<file path="config.mk">
export PLATFORM = sky130hd
export DESIGN_NAME = aes_pipeline
export DESIGN_NICKNAME = d
export VERILOG_FILES = /design/src/rtl/aes_pkg.sv /design/src/rtl/aes_pipe_stage.sv /design/src/rtl/aes_pipeline.sv
export SDC_FILE = /design/constraint.sdc
export NUM_CORES = 1
export LEC_CHECK = 0
export ABC_AREA = 1
export ABC_CLOCK_PERIOD_IN_PS = 800
export CORE_UTILIZATION = 43
export CTS_BUF_LIST = sky130_fd_sc_hd__clkbuf_16
export CTS_CLUSTER_DIAMETER = 150
export DETAILED_ROUTE_END_ITERATION = 8
export GPL_ROUTABILITY_DRIVEN = 0
export GPL_TIMING_DRIVEN = 0
export PLACE_DENSITY = 0.93
export REMOVE_ABC_BUFFERS = 1
export SLEW_MARGIN = 15
export SYNTH_ARGS = -nofsm -noshare
export SYNTH_HDL_FRONTEND = slang
export SYNTH_HIERARCHICAL = 1
export SYNTH_SLANG_ARGS = --single-unit
</file>
<file path="constraint.sdc">
create_clock -name clk -period 0.8 [get_ports clk]
set_input_delay 0.16 -clock clk [delete_from_list [all_inputs] [get_ports clk]]
set_output_delay 0.16 -clock clk [all_outputs]
set_load 0.01 [all_outputs]
</file>
<file path="src/rtl/aes_pkg.sv">
// Shared AES datapath types: 32-bit words and the four-word 128-bit state/key.
package aes_pkg;
    localparam int AES_WORD_W = 32;
    localparam int AES_NWORDS = 4;

    typedef logic [AES_WORD_W-1:0] aes_word;
    typedef aes_word [AES_NWORDS-1:0] key_128;
    typedef logic [7:0] ByteType;
endpackage

</file>
<file path="src/rtl/aes_pipe_stage.sv">
// One enable-gated 128-bit register with asynchronous active-low clear.
module aes_pipe_stage
    import aes_pkg::*;
(
    input  logic   clk,
    input  logic   nrst,
    input  logic   en,
    input  key_128 d,
    output key_128 q
);
    key_128 r_q;

    always_ff @(posedge clk or negedge nrst) begin
        if (!nrst)
            r_q <= '0;
        else if (en)
            r_q <= d;
    end

    assign q = r_q;
endmodule

</file>
<file path="src/rtl/aes_pipeline.sv">
// Fixed-latency, enable-gated pipeline for a 128-bit AES state/key value.
// Define AES_PIPE_VALID_EN to add a valid_i/valid_o sideband chain.
module aes_pipeline
    import aes_pkg::*;
#(
    parameter int STAGES = 1,
    parameter int NWORDS = 4
) (
    input  logic   clk,
    input  logic   nrst,
    input  logic   en,
    input  key_128 input_i,
    output key_128 output_o
`ifdef AES_PIPE_VALID_EN
    ,
    input  logic   valid_i,
    output logic   valid_o
`endif
);
    if (STAGES < 1) begin : g_bad_stages
        $error("aes_pipeline: STAGES must be >= 1");
    end
    if (NWORDS != AES_NWORDS) begin : g_bad_nwords
        $error("aes_pipeline: NWORDS must be 4");
    end

    // w_stage[0] is the input tap, w_stage[k] the output of register k-1.
    key_128 w_stage [STAGES+1];

    assign w_stage[0] = input_i;

    for (genvar k = 0; k < STAGES; k++) begin : g_stage
        aes_pipe_stage u_stage (
            .clk  (clk),
            .nrst (nrst),
            .en   (en),
            .d    (w_stage[k]),
            .q    (w_stage[k+1])
        );
    end

    assign output_o = w_stage[STAGES];

`ifdef AES_PIPE_VALID_EN
    // Sideband only: follows the data registers but never gates their load.
    logic [STAGES-1:0] r_vld_pipe;

    always_ff @(posedge clk or negedge nrst) begin
        if (!nrst) begin
            r_vld_pipe <= '0;
        end else if (en) begin
            r_vld_pipe[0] <= valid_i;
            for (int k = 1; k < STAGES; k++)
                r_vld_pipe[k] <= r_vld_pipe[k-1];
        end
    end

    assign valid_o = r_vld_pipe[STAGES-1];
`endif
endmodule

</file>
# ---- After elaboration in Yosys (flattened, before gate mapping)
# Cells that the tools add are included.
dict set report classes {
  n_addsub 0
  mul 0
  div 0
  n_lt_le_gt_ge 0
  eq_ne 0
  shift 0
  muxes 0
  bitwise_logic 0
  n_reduce_logical 0
}
dict set report word_totals {
  ff_bits 128
  latchBits 0
  ram_bits 0
  romBits 0
  input_bits 131
  output_inout_bits 128
  wordCells 4
  mem_count 0
}

# ---- Longest topological paths before layout
# Gate-level depths: netlist of the first run.
dict set report logic_depth {
  word_depth 0
  ltp_mapped 5
  mapped_depth_nobuf 3
}

# ---- Least setup slack after synthesis of the first run
# Ideal clock, no wire load.
dict set report synth_path {
  kind {in2reg}
  start {input port en}
  end {register g_stage[0].u_stage.r_q (netlist bit g_stage[0].u_stage/q[0])}
  setup_time_ps 117
  arrival_ps 535
  path_slack_ps 149
  cell_stages 5
  path_buffers 2
  cell_sequence {inv_2 > buf_6 > buf_6 > nand2_1 > nand2_1}
}
# item line_no
set synth_rtl {}
lappend synth_rtl {{start: declaration} aes_pipeline.sv:11} ;# input logic en,
lappend synth_rtl {{end signal: assignment} aes_pipe_stage.sv:15} ;# r_q <= '0;
lappend synth_rtl {{end signal: assignment} aes_pipe_stage.sv:17} ;# r_q <= d;
lappend synth_rtl {{end: declaration} aes_pipe_stage.sv:11} ;# key_128 r_q;

# ---- Final worst setup path of the first run
dict set report layout_path {
  start {register g_stage[0].u_stage.r_q (netlist bit g_stage[0].u_stage/q[94])}
  end {output port output_o[94] (netlist name)}
}
# item line_no
set layout_rtl {}
lappend layout_rtl {{end: declaration} aes_pipeline.sv:13} ;# output key_128 output_o
# No word-level cell between the ends.

==> results of run 1 <==
-- cells by family (layout without fill, tap and decap cells) --
group / Yosys count / after routing
buffers and inverters: 29 / 345
DFF: 128 / 128
and+or+nand+nor: 384 / 384
-- routing by layer --
layer	vias to the layer above	wire [um]
met1	2231	5406
met4	0	411
met3	36	1261
met5	-	0
li1	2230	-
met2	201	8136
-- power by group --
group | switching, W | internal (W) | total [W]
clock | 0.00245 | 0.00373 | 0.00618
sequential | 0.000366 | 0.00706 | 0.00743
combinational | 0.00145 | 0.00182 | 0.00327
total | 0.00427 | 0.0126 | 0.0169
-- layout by cell type, fill, tap and decap left out, drive strengths merged --
cell type / Yosys / routed
nand2: 384 / 384
buf: 28 / 191
dfrtp: 128 / 128
clkdlybuf4s50: 0 / 128
clkbuf: 0 / 17
clkinv: 0 / 7
inv: 1 / 2
-- final cells by class --
class	instances	area [um2]
flip-flops and latches	128	3203
inverters	1	20.02
well taps	140	175.2
fillers	761	2889
repair buffers	319	2828
clock buffers	17	425.4
multi-input cells	384	1459
clock inverters	8	31.28
-- worst max-delay path by stage --
stage	from	end	slack [ns]	depth (start not counted)
2_1_floorplan	en	g_stage[0].u_stage/q[0]$_DFFE_PN0P_	-0.56	3
3_3_place_gp	en	g_stage[0].u_stage/q[54]$_DFFE_PN0P_	-6.56	4
3_5_place_dp	en	g_stage[0].u_stage/q[72]$_DFFE_PN0P_	-0.64	5
4_1_cts	g_stage[0].u_stage/q[7]$_DFFE_PN0P_	output_o[7]	-0.34	1
5_1_grt	g_stage[0].u_stage/q[94]$_DFFE_PN0P_	output_o[94]	-0.35	1
6_report	g_stage[0].u_stage/q[94]$_DFFE_PN0P_	output_o[94]	-0.32	1
-- per-stage QoR --
| step | std cells | utilization (%) | instance area (um2) | power [W] |
|---|---|---|---|---|
| after floorplan | 513 | - | 4648 | 0.008303 |
| after global routing | 997 | 73.81 | 8142 | 0.01766 |
| after global placement | 911 | 67.14 | 7406 | 0.01052 |
| after detailed placement | 914 | 67.96 | 7496 | 0.01060 |
| final | 997 | 73.81 | 8142 | 0.01688 |
| after CTS | 973 | 70.22 | 7746 | 0.01663 |
-- what timing repair did --
action | in CTS | in global routing
gates resized for setup | 540 | 41
pin swaps | 0 | 4
endpoints found under the hold margin | 60 | 60
setup endpoints to repair | 214 | 171
gates cloned | 1 | 0
setup buffers | 33 | 28
==> reports/results.txt, run 1 <==
Outcome: complete, but fails checks
Failing checks: negative hold slack, negative setup slack
Share of post-route cells with drive strength above 1: 25.32%
Register area share after synthesis: 64.58%
CP delay by family, top: flip-flops
RSZ-0062 raised after global routing: true
M1 GR Usage: 26.35%
Complex-gate fraction of the synthesized area: 0%
Via count: 4,698
Ant. Diodes: 0
Post-synth top cells: nand2_1, dfrtp_1, buf_6
Worst-margin pin slew: 0.5728 ns
Buffers on Ports: 258
Clock skew: 0 ns
Worst skew pair latency: 0.40 ns
Clock Tree Buf Depth: 2
Routed Antenna Nets: 0
GRT Util Overall: 25.18%
Total gr overflow: 0
Fmax: 896.5 MHz
Max-Slew Margin vs Limit: 61.81%
Setup TNS: -36.37 ns
Post-synthesis register bit count: 128
Post-place setup slack: -0.6437 ns
Wirelength, routed: 15,220 um
WL/cell: 15.26 um
Syn. warnings: 6
Post-synthesis adder-cell area fraction: 0%
Main combinational cell family by area after synthesis: simple AND/OR/NAND/NOR gates
Post-route setup slack: -0.3155 ns
Initial antenna violation count: 0
Post-DP HPWL: 9470 um
Peak supply drop: 1.562 mV
Die H: 109.4 um
Worst Hold Class: primary input to asynchronous set/reset pin
Critical Path End Type: output pin
Worst Setup Path Type: flop to output pin
Global-route wire length before repair: 22,290 um
Row count: 38
Drt initial violations: 259
Min Tclk post-route: 1.115 ns
Startpoint Class: flop
Critical Path Fanout Max: 2
Post-Synthesis Cells: 541
Required time worst endpoint: 0.64 ns
R2R cell count: 4
DIE AREA: 0.01197 mm2
Avg Cell Area, Syn: 9.168 um2
Smallest hold slack: -0.2764 ns
Worst path cell trace: buf_2
H-Tree Depth: 4
GRT busiest layer: met2
# nets final: 982
Tcrit/Tclk final: 139.4%
CTS Buf Count: 17
M3 GR Usage: 8.654%
Synth cell types: 5
Core Footprint: 0.01103 mm2
Remaining DRCs: 0
Post-synthesis instance area: 0.004960 mm2
Final hold violation count: 60
Die Span X: 109.4 um
Multiplexer area fraction after synthesis: 0%
Reg clk slew, reported paths: 0.05 ns
Vias/cell: 4.712
Area share of the largest cell type after synthesis: 64.58%
Synthesis-to-layout area growth: 64.15%
Initial core utilization: 44.96%
Pleak: 4.404 nW
Post-Synth XOR/XNOR Area: 0%
RR Startpoint: g_stage[0].u_stage/q[103]$_DFFE_PN0P_
Synth Flop Type: dfrtp_1
CP max stage cell: dfrtp_1
Crit path largest cell delay: 0.40 ns
Sum of buffers and inverters on the critical path: 1
CTS tree: built
Largest cells by area after synthesis: dfrtp_1, nand2_1, buf_6
Max FFs per register: 128
Number of synthesized flops with an enable pin: 0
Largest net degree at the start of global routing: 69
Pwr/cell area: 2073 mW/mm2
Met2 Use GR: 45.01%
Clk Tree Root Cell: clkbuf_16
Largest area contributor in the netlist: dfrtp_1
DRT Pass-1 Iters: 5
Final setup violation count: 135
WP data arrival: 0.96 ns
Num ports: 259
Pins Over Slew Limit: 0
Simple-Gate Fraction of Synth Area: 29.06%
Async S/R FF share, synth: 100.0%
Total of max-cap violations: 0
Reg2reg end: g_stage[0].u_stage/q[103]$_DFFE_PN0P_
Reg2Reg Setup Slack: -0.10 ns
Clock Sinks: 128
Vias in the first global route: 4,612
Most frequent cell after synthesis: nand2_1
(Power assumes the default switching activity.)
==> run 2, diff against run 1 <==
--- a/config.mk
+++ b/config.mk
@@ -13,7 +13,8 @@
 export DETAILED_ROUTE_END_ITERATION = 8
 export GPL_ROUTABILITY_DRIVEN = 0
 export GPL_TIMING_DRIVEN = 0
-export PLACE_DENSITY = 0.93
+export PLACE_DENSITY = 0.94
+export RECOVER_POWER = 100
 export REMOVE_ABC_BUFFERS = 1
 export SLEW_MARGIN = 15
 export SYNTH_ARGS = -nofsm -noshare
==> run 2 against run 1 <==
  * The flow still finishes with violations (negative hold slack, negative setup slack)
  * Sequential power about the same
  * Cell count increased by 1.4%
  * Via count is 2.0% higher
==> reports/results.txt, run 2 (synthesis results as in run 1) <==
Pleak: 4.484 nW (+1.8%)
Num ports: 259 (unchanged)
Commonest non-fill, non-tap cells in the layout: nand2_1, dfrtp_1, clkdlybuf4s50_1
Vias/cell: 4.740 (+0.59%)
CTS Buf Count: 17 (unchanged)
Commonest non-fill, non-tap cell in the layout: nand2_1
DRT Pass-1 Iters: 4 (-1)
CP max stage cell: dfrtp_1
Clock skew: 0 ns (unchanged)
Worst Setup Path Type: flop to output pin
GRT Util Overall: 26.55% (+1.4 points)
Sum of buffers and inverters on the critical path: 1 (unchanged)
Die Span X: 109.4 um (unchanged)
Worst-margin pin slew: 0.9169 ns (+0.3441 ns)
Row count: 38 (unchanged)
Pwr/cell area: 2202 mW/mm2 (+6.2%)
Max-Slew Margin vs Limit: 38.87% (-23 points)
Utilization after layout: 75.07% (+1.3 points)
Reg2Reg Setup Slack: -0.06 ns (+0.04 ns)
Startpoint Class: flop
Buffers on Ports: 258 (unchanged)
Vias in the first global route: 4,721 (+2.4%)
# nets final: 990 (+0.81%)
Wirelength, routed: 16,260 um (+6.8%)
Final setup violation count: 229 (+70%)
Clock Tree Buf Depth: 2 (unchanged)
Post-DP HPWL: 9502 um (+0.34%)
Fmax: 891.2 MHz (-0.59%)
Post-route setup slack: -0.3220 ns (-0.006574 ns)
Worst Hold Class: primary input to asynchronous set/reset pin
Tcrit/Tclk final: 140.3% (+0.82 points)
Critical Path End Type: output pin
Die H: 109.4 um (unchanged)
Global-route wire length before repair: 23,310 um (+4.6%)
Via count: 4,792 (+2.0%)
Smallest hold slack: -0.1016 ns (+0.1748 ns)
Remaining DRCs: 0 (unchanged)
Multi-input gate area: 0.001471 mm2 (+0.86%)
Ant. Diodes: 0 (unchanged)
Routed Antenna Nets: 0 (unchanged)
DIE AREA: 0.01197 mm2 (unchanged)
Min Tclk post-route: 1.122 ns (+0.006574 ns)
Worst path cell trace: buf_2
Worst skew pair latency: 0.39 ns (about the same)
Final hold violation count: 64 (+6.7%)
Storage cell area: 0.003203 mm2 (unchanged)
Total of max-cap violations: 0 (unchanged)
Failing checks: negative hold slack, negative setup slack
Required time worst endpoint: 0.64 ns (about the same)
CP delay by family, top: flip-flops
Total gr overflow: 0 (unchanged)
Reg clk slew, reported paths: 0.06 ns (about the same)
Drt initial violations: 251 (-3.1%)
Initial antenna violation count: 1 (+1)
Initial core utilization: 44.96% (unchanged)
Pins Over Slew Limit: 0 (unchanged)
CTS tree: built
Synthesis-to-layout area growth: 66.95%
Post-place setup slack: -0.9284 ns (-0.2847 ns)
Crit path largest cell delay: 0.41 ns (about the same)
Outcome: complete, but fails checks
Largest net degree at the start of global routing: 66 (-4.3%)
Layout fillers: 731 (-3.9%)
WP data arrival: 0.96 ns (about the same)
Clk Tree Root Cell: clkbuf_16
RSZ-0062 raised after global routing: true
WL/cell: 16.08 um (+5.4%)
Critical Path Fanout Max: 2 (unchanged)
Share of post-route cells with drive strength above 1: 27.10% (+1.8 points)
H-Tree Depth: 4 (unchanged)
Max FFs per register: 128 (unchanged)
Core Footprint: 0.01103 mm2 (unchanged)
Peak supply drop: 1.182 mV (-24%)
Clock Sinks: 128 (unchanged)
run 2: worst paths after layout:
path,start,to,cells past startpoint
max reg2reg,g_stage[0].u_stage/q[114]$_DFFE_PN0P_,g_stage[0].u_stage/q[114]$_DFFE_PN0P_,4
min in group clk,en,g_stage[0].u_stage/q[66]$_DFFE_PN0P_,3
max,g_stage[0].u_stage/q[105]$_DFFE_PN0P_,output_o[105],1
min,nrst,g_stage[0].u_stage/q[64]$_DFFE_PN0P_,1
min reg2reg,g_stage[0].u_stage/q[35]$_DFFE_PN0P_,g_stage[0].u_stage/q[35]$_DFFE_PN0P_,2
max in group asynchronous,nrst,g_stage[0].u_stage/q[98]$_DFFE_PN0P_,2
run 2: what timing repair did:
item / CTS / global route
gates cloned: 6 / 0
buffers inserted: 38 / 27
hold endpoints to repair: 64 / 64
endpoints found under the setup margin: 256 / 144
pin swaps: 0 / 3
gates resized for setup: 548 / 32
run 2: metal layers:
layer,vias up,wire [um],GRT usage (%)
met5,-,13,0
met1,2295,5852,27.57
met4,2,349,10.67
met3,28,1361,9.247
li1,2260,-,-
met2,207,8681,48.65
run 2: cell type report:
class	instances	area share [%]
clock inverter	14	1.828
multi-input combinational	384	17.77
timing repair inverter	1	0.07555
clock buffer	17	5.138
timing repair buffer	326	34.32
sequential	128	38.68
inverter	1	0.07555
tap	140	2.115
run 2: through the flow:
step | cell area, um2 | hold slack (ns) | power (W) | TNS [ns] | instances
floorplan | 4648 | -0.1356 | 0.008303 | -71.62 | 513
global placement | 7406 | 0.4518 | 0.01052 | -1528.27 | 911
detailed placement | 7496 | 0.1889 | 0.01060 | -135.91 | 914
CTS | 8087 | -0.2421 | 0.01813 | -37.81 | 989
global route | 8280 | -0.03689 | 0.01901 | -61.63 | 1011
finish | 8280 | -0.1016 | 0.01823 | -47.84 | 1011
run 2: report_power, final:
| group | internal [W] | leakage [nW] | switching [W] |
|---|---|---|---|
| clock | 0.00481 | 0.272 | 0.00269 |
| sequential | 0.00706 | 1.56 | 0.000354 |
| combinational | 0.00183 | 2.65 | 0.00149 |
==> run 3, diff against run 2 <==
--- a/config.mk
+++ b/config.mk
@@ -9,13 +9,15 @@
 export ABC_CLOCK_PERIOD_IN_PS = 800
 export CORE_UTILIZATION = 43
 export CTS_BUF_LIST = sky130_fd_sc_hd__clkbuf_16
-export CTS_CLUSTER_DIAMETER = 150
+export CTS_CLUSTER_DIAMETER = 50
 export DETAILED_ROUTE_END_ITERATION = 8
 export GPL_ROUTABILITY_DRIVEN = 0
 export GPL_TIMING_DRIVEN = 0
+export MAX_ROUTING_LAYER = met4
 export PLACE_DENSITY = 0.94
 export RECOVER_POWER = 100
 export REMOVE_ABC_BUFFERS = 1
+export SETUP_SLACK_MARGIN = 0.05
 export SLEW_MARGIN = 15
 export SYNTH_ARGS = -nofsm -noshare
 export SYNTH_HDL_FRONTEND = slang
==> run 3 against run 2 <==
  * Setup slack hardly changed
  * Core utilization up 1.3 points
  * Total power up 0.79%
  * Combinational power up 4%
  * Via count grew 2.4%
  * Register-to-register slack about the same
  * Critical endpoint unchanged
  * Non-clock buffer count did not move
  * The flow still finishes with violations (negative hold slack, negative setup slack)
  * Flip-flop and latch count is the same
  * Sequential power is essentially flat
  * Clock skew is the same
  * Cell count about the same
  * Cell area grew 1.7%
==> reports/results.txt, run 3 (synthesis results as in run 1) <==
WL/cell: 16.95 um (+5.4%)
DR WL met3: 1388 um (+2.0%)
Final setup violation count: 212 (-7.4%)
Post-place setup slack: -0.9284 ns (unchanged)
Routed Antenna Nets: 0 (unchanged)
Worst Hold Class: primary input to asynchronous set/reset pin
Core Footprint: 0.01103 mm2 (unchanged)
Share of post-route cells with drive strength above 1: 28.70% (+1.6 points)
Crit path largest cell delay: 0.40 ns (about the same)
Peak supply drop: 1.168 mV (-1.2%)
Area after DPL: 0.007496 mm2 (unchanged)
Smallest hold slack: -0.1131 ns (-0.01149 ns)
Die H: 109.4 um (unchanged)
Wire length on met2: 9065 um (+4.4%)
Failing checks: negative hold slack, negative setup slack
Reg clk slew, reported paths: 0.06 ns (about the same)
Min Tclk post-route: 1.122 ns (-0.00008100 ns)
DRT Pass-1 Iters: 4 (unchanged)
CTS tree: built
Post-Place Cells: 914 (unchanged)
Critical Path Fanout Max: 2 (unchanged)
WP data arrival: 0.96 ns (about the same)
Die Span X: 109.4 um (unchanged)
Required time worst endpoint: 0.64 ns (about the same)
Worst Setup Path Type: flop to output pin
Via count: 4,906 (+2.4%)
Buffers on Ports: 258 (unchanged)
Post-DP HPWL: 9502 um (unchanged)
Clock Tree Buf Depth: 2 (unchanged)
Global-route wire length before repair: 23,630 um (+1.4%)
Vias/cell: 4.848 (+2.3%)
Critical Path End Type: output pin
Commonest non-fill, non-tap cell in the layout: nand2_1
Layout fillers: 720 (-1.5%)
Worst-margin pin slew: 0.9105 ns (-0.006421 ns)
Wirelength, routed: 17,160 um (+5.5%)
Startpoint Class: flop
Clk Tree Root Cell: clkbuf_16
Commonest non-fill, non-tap cells in the layout: nand2_1, dfrtp_1, clkdlybuf4s50_1
Top routing layer used: met4
Clock skew: 0 ns (unchanged)
Post-route setup slack: -0.3220 ns (+0.00008100 ns)
CP max stage cell: dfrtp_1
Flop pwr share: 40.4% (-0.2 points)
Max FFs per register: 128 (unchanged)
Remaining DRCs: 0 (unchanged)
Worst skew pair latency: 0.40 ns (about the same)
Row count: 38 (unchanged)
RSZ-0062 raised after global routing: true
Clock power share: 40.8% (-0.3 points)
P_sw: 0.004626 W (+1.9%)
Switch share: 25.18% (+0.28 points)
P_int: 0.01375 W (+0.41%)
Power share of the combinational group: 18.8% (+0.6 points)
Pleak: 4.532 nW (+1.1%)
Sum of buffers and inverters on the critical path: 1 (unchanged)
GRT Util Overall: 27.81% (+1.3 points)
Total of max-cap violations: 0 (unchanged)
Max-Slew Margin vs Limit: 39.30% (+0.43 points)
Cell area after layout: 0.008419 mm2 (+1.7%)
Met1 WL: 6146 um (+5.0%)
Final hold violation count: 64 (unchanged)
H-Tree Depth: 4 (unchanged)
Largest net degree at the start of global routing: 66 (unchanged)
Worst path cell trace: buf_2
R2R cell count: 4 (unchanged)
Synthesis-to-layout area growth: 69.75%
# nets final: 990 (unchanged)
Clock Sinks: 128 (unchanged)
Pins Over Slew Limit: 0 (unchanged)
Num ports: 259 (unchanged)
Pwr/cell area: 2183 mW/mm2 (-0.87%)
Fmax: 891.3 MHz (about the same)
Initial antenna violation count: 1 (unchanged)
DIE AREA: 0.01197 mm2 (unchanged)
CTS Buf Count: 17 (unchanged)
Tcrit/Tclk final: 140.2% (about the same)
Vias in the first global route: 4,799 (+1.7%)
CP delay by family, top: flip-flops
Crit path depth: 1 (unchanged)
Initial core utilization: 44.96% (unchanged)
Final std cells w/o fill: 1,012 (+0.099%)
Outcome: complete, but fails checks
Total gr overflow: 0 (unchanged)
Drt initial violations: 333 (+33%)
run 3: changes by cell type in the layout (fill, tap and decap cells not counted), sizes merged:
cell / previous run / this run
clkbuf: 26 / 25
diode: 0 / 1
buf: 186 / 187
run 3: through the flow:
step	total power (W)	setup TNS, ns	hold WS (ns)	util, %
2_1_floorplan	0.008303	-71.62	-0.1356	-
3_3_place_gp	0.01052	-1528.27	0.4518	67.14
3_5_place_dp	0.01060	-135.91	0.1889	67.96
4_1_cts	0.01814	-37.81	-0.2421	73.47
5_1_grt	0.01915	-58.08	-0.04380	76.33
6_report	0.01838	-44.63	-0.1131	76.33
run 3: routing by layer:
metal,vias to the layer above,global-route usage (%)
li1,2266,-
met1,2343,28.73
met2,248,49.46
met3,49,7.825
met4,0,11.81
met5,-,-
run 3: final timing paths:
| kind | end | from | slack [ns] |
|---|---|---|---|
| max | output_o[105] | g_stage[0].u_stage/q[105]$_DFFE_PN0P_ | -0.32 |
| min | g_stage[0].u_stage/q[127]$_DFFE_PN0P_ | nrst | -0.11 |
| max reg2reg | g_stage[0].u_stage/q[50]$_DFFE_PN0P_ | g_stage[0].u_stage/q[50]$_DFFE_PN0P_ | -0.05 |
| min reg2reg | g_stage[0].u_stage/q[35]$_DFFE_PN0P_ | g_stage[0].u_stage/q[35]$_DFFE_PN0P_ | 0.47 |
| max in group asynchronous | g_stage[0].u_stage/q[116]$_DFFE_PN0P_ | nrst | 0.11 |
| min in group clk | g_stage[0].u_stage/q[107]$_DFFE_PN0P_ | en | 0.08 |
run 3: power groups by stage:
| stage | clock, W | sequential [W] | combinational, W |
|---|---|---|---|
| floorplan | 0 | 0.00773 | 0.000568 |
| global placement | 0 | 0.00744 | 0.00308 |
| detailed placement | 0 | 0.00747 | 0.00313 |
| CTS | 0.00763 | 0.00737 | 0.00314 |
| global route | 0.00795 | 0.00748 | 0.00373 |
| finish | 0.00751 | 0.00742 | 0.00345 |
run 3: area by class of cell:
class | count | area (um2) | share of cell area [%]
timing repair inverter | 1 | 11.26 | 0.1337
timing repair buffer | 326 | 2923 | 34.72
clock inverter | 14 | 151.4 | 1.798
tap | 140 | 175.2 | 2.081
inverter | 1 | 6.256 | 0.07431
antenna | 1 | 2.502 | 0.02972
sequential | 128 | 3203 | 38.04
clock buffer | 17 | 425.4 | 5.053
multi-input combinational | 384 | 1521 | 18.07
run 3: what timing repair did:
action | CTS | global route
pin swaps | 1 | 20
endpoints found under the setup margin | 256 | 155
gates cloned | 6 | 0
hold endpoints to repair | 64 | 64
gates resized for setup | 549 | 63
setup buffers | 40 | 28
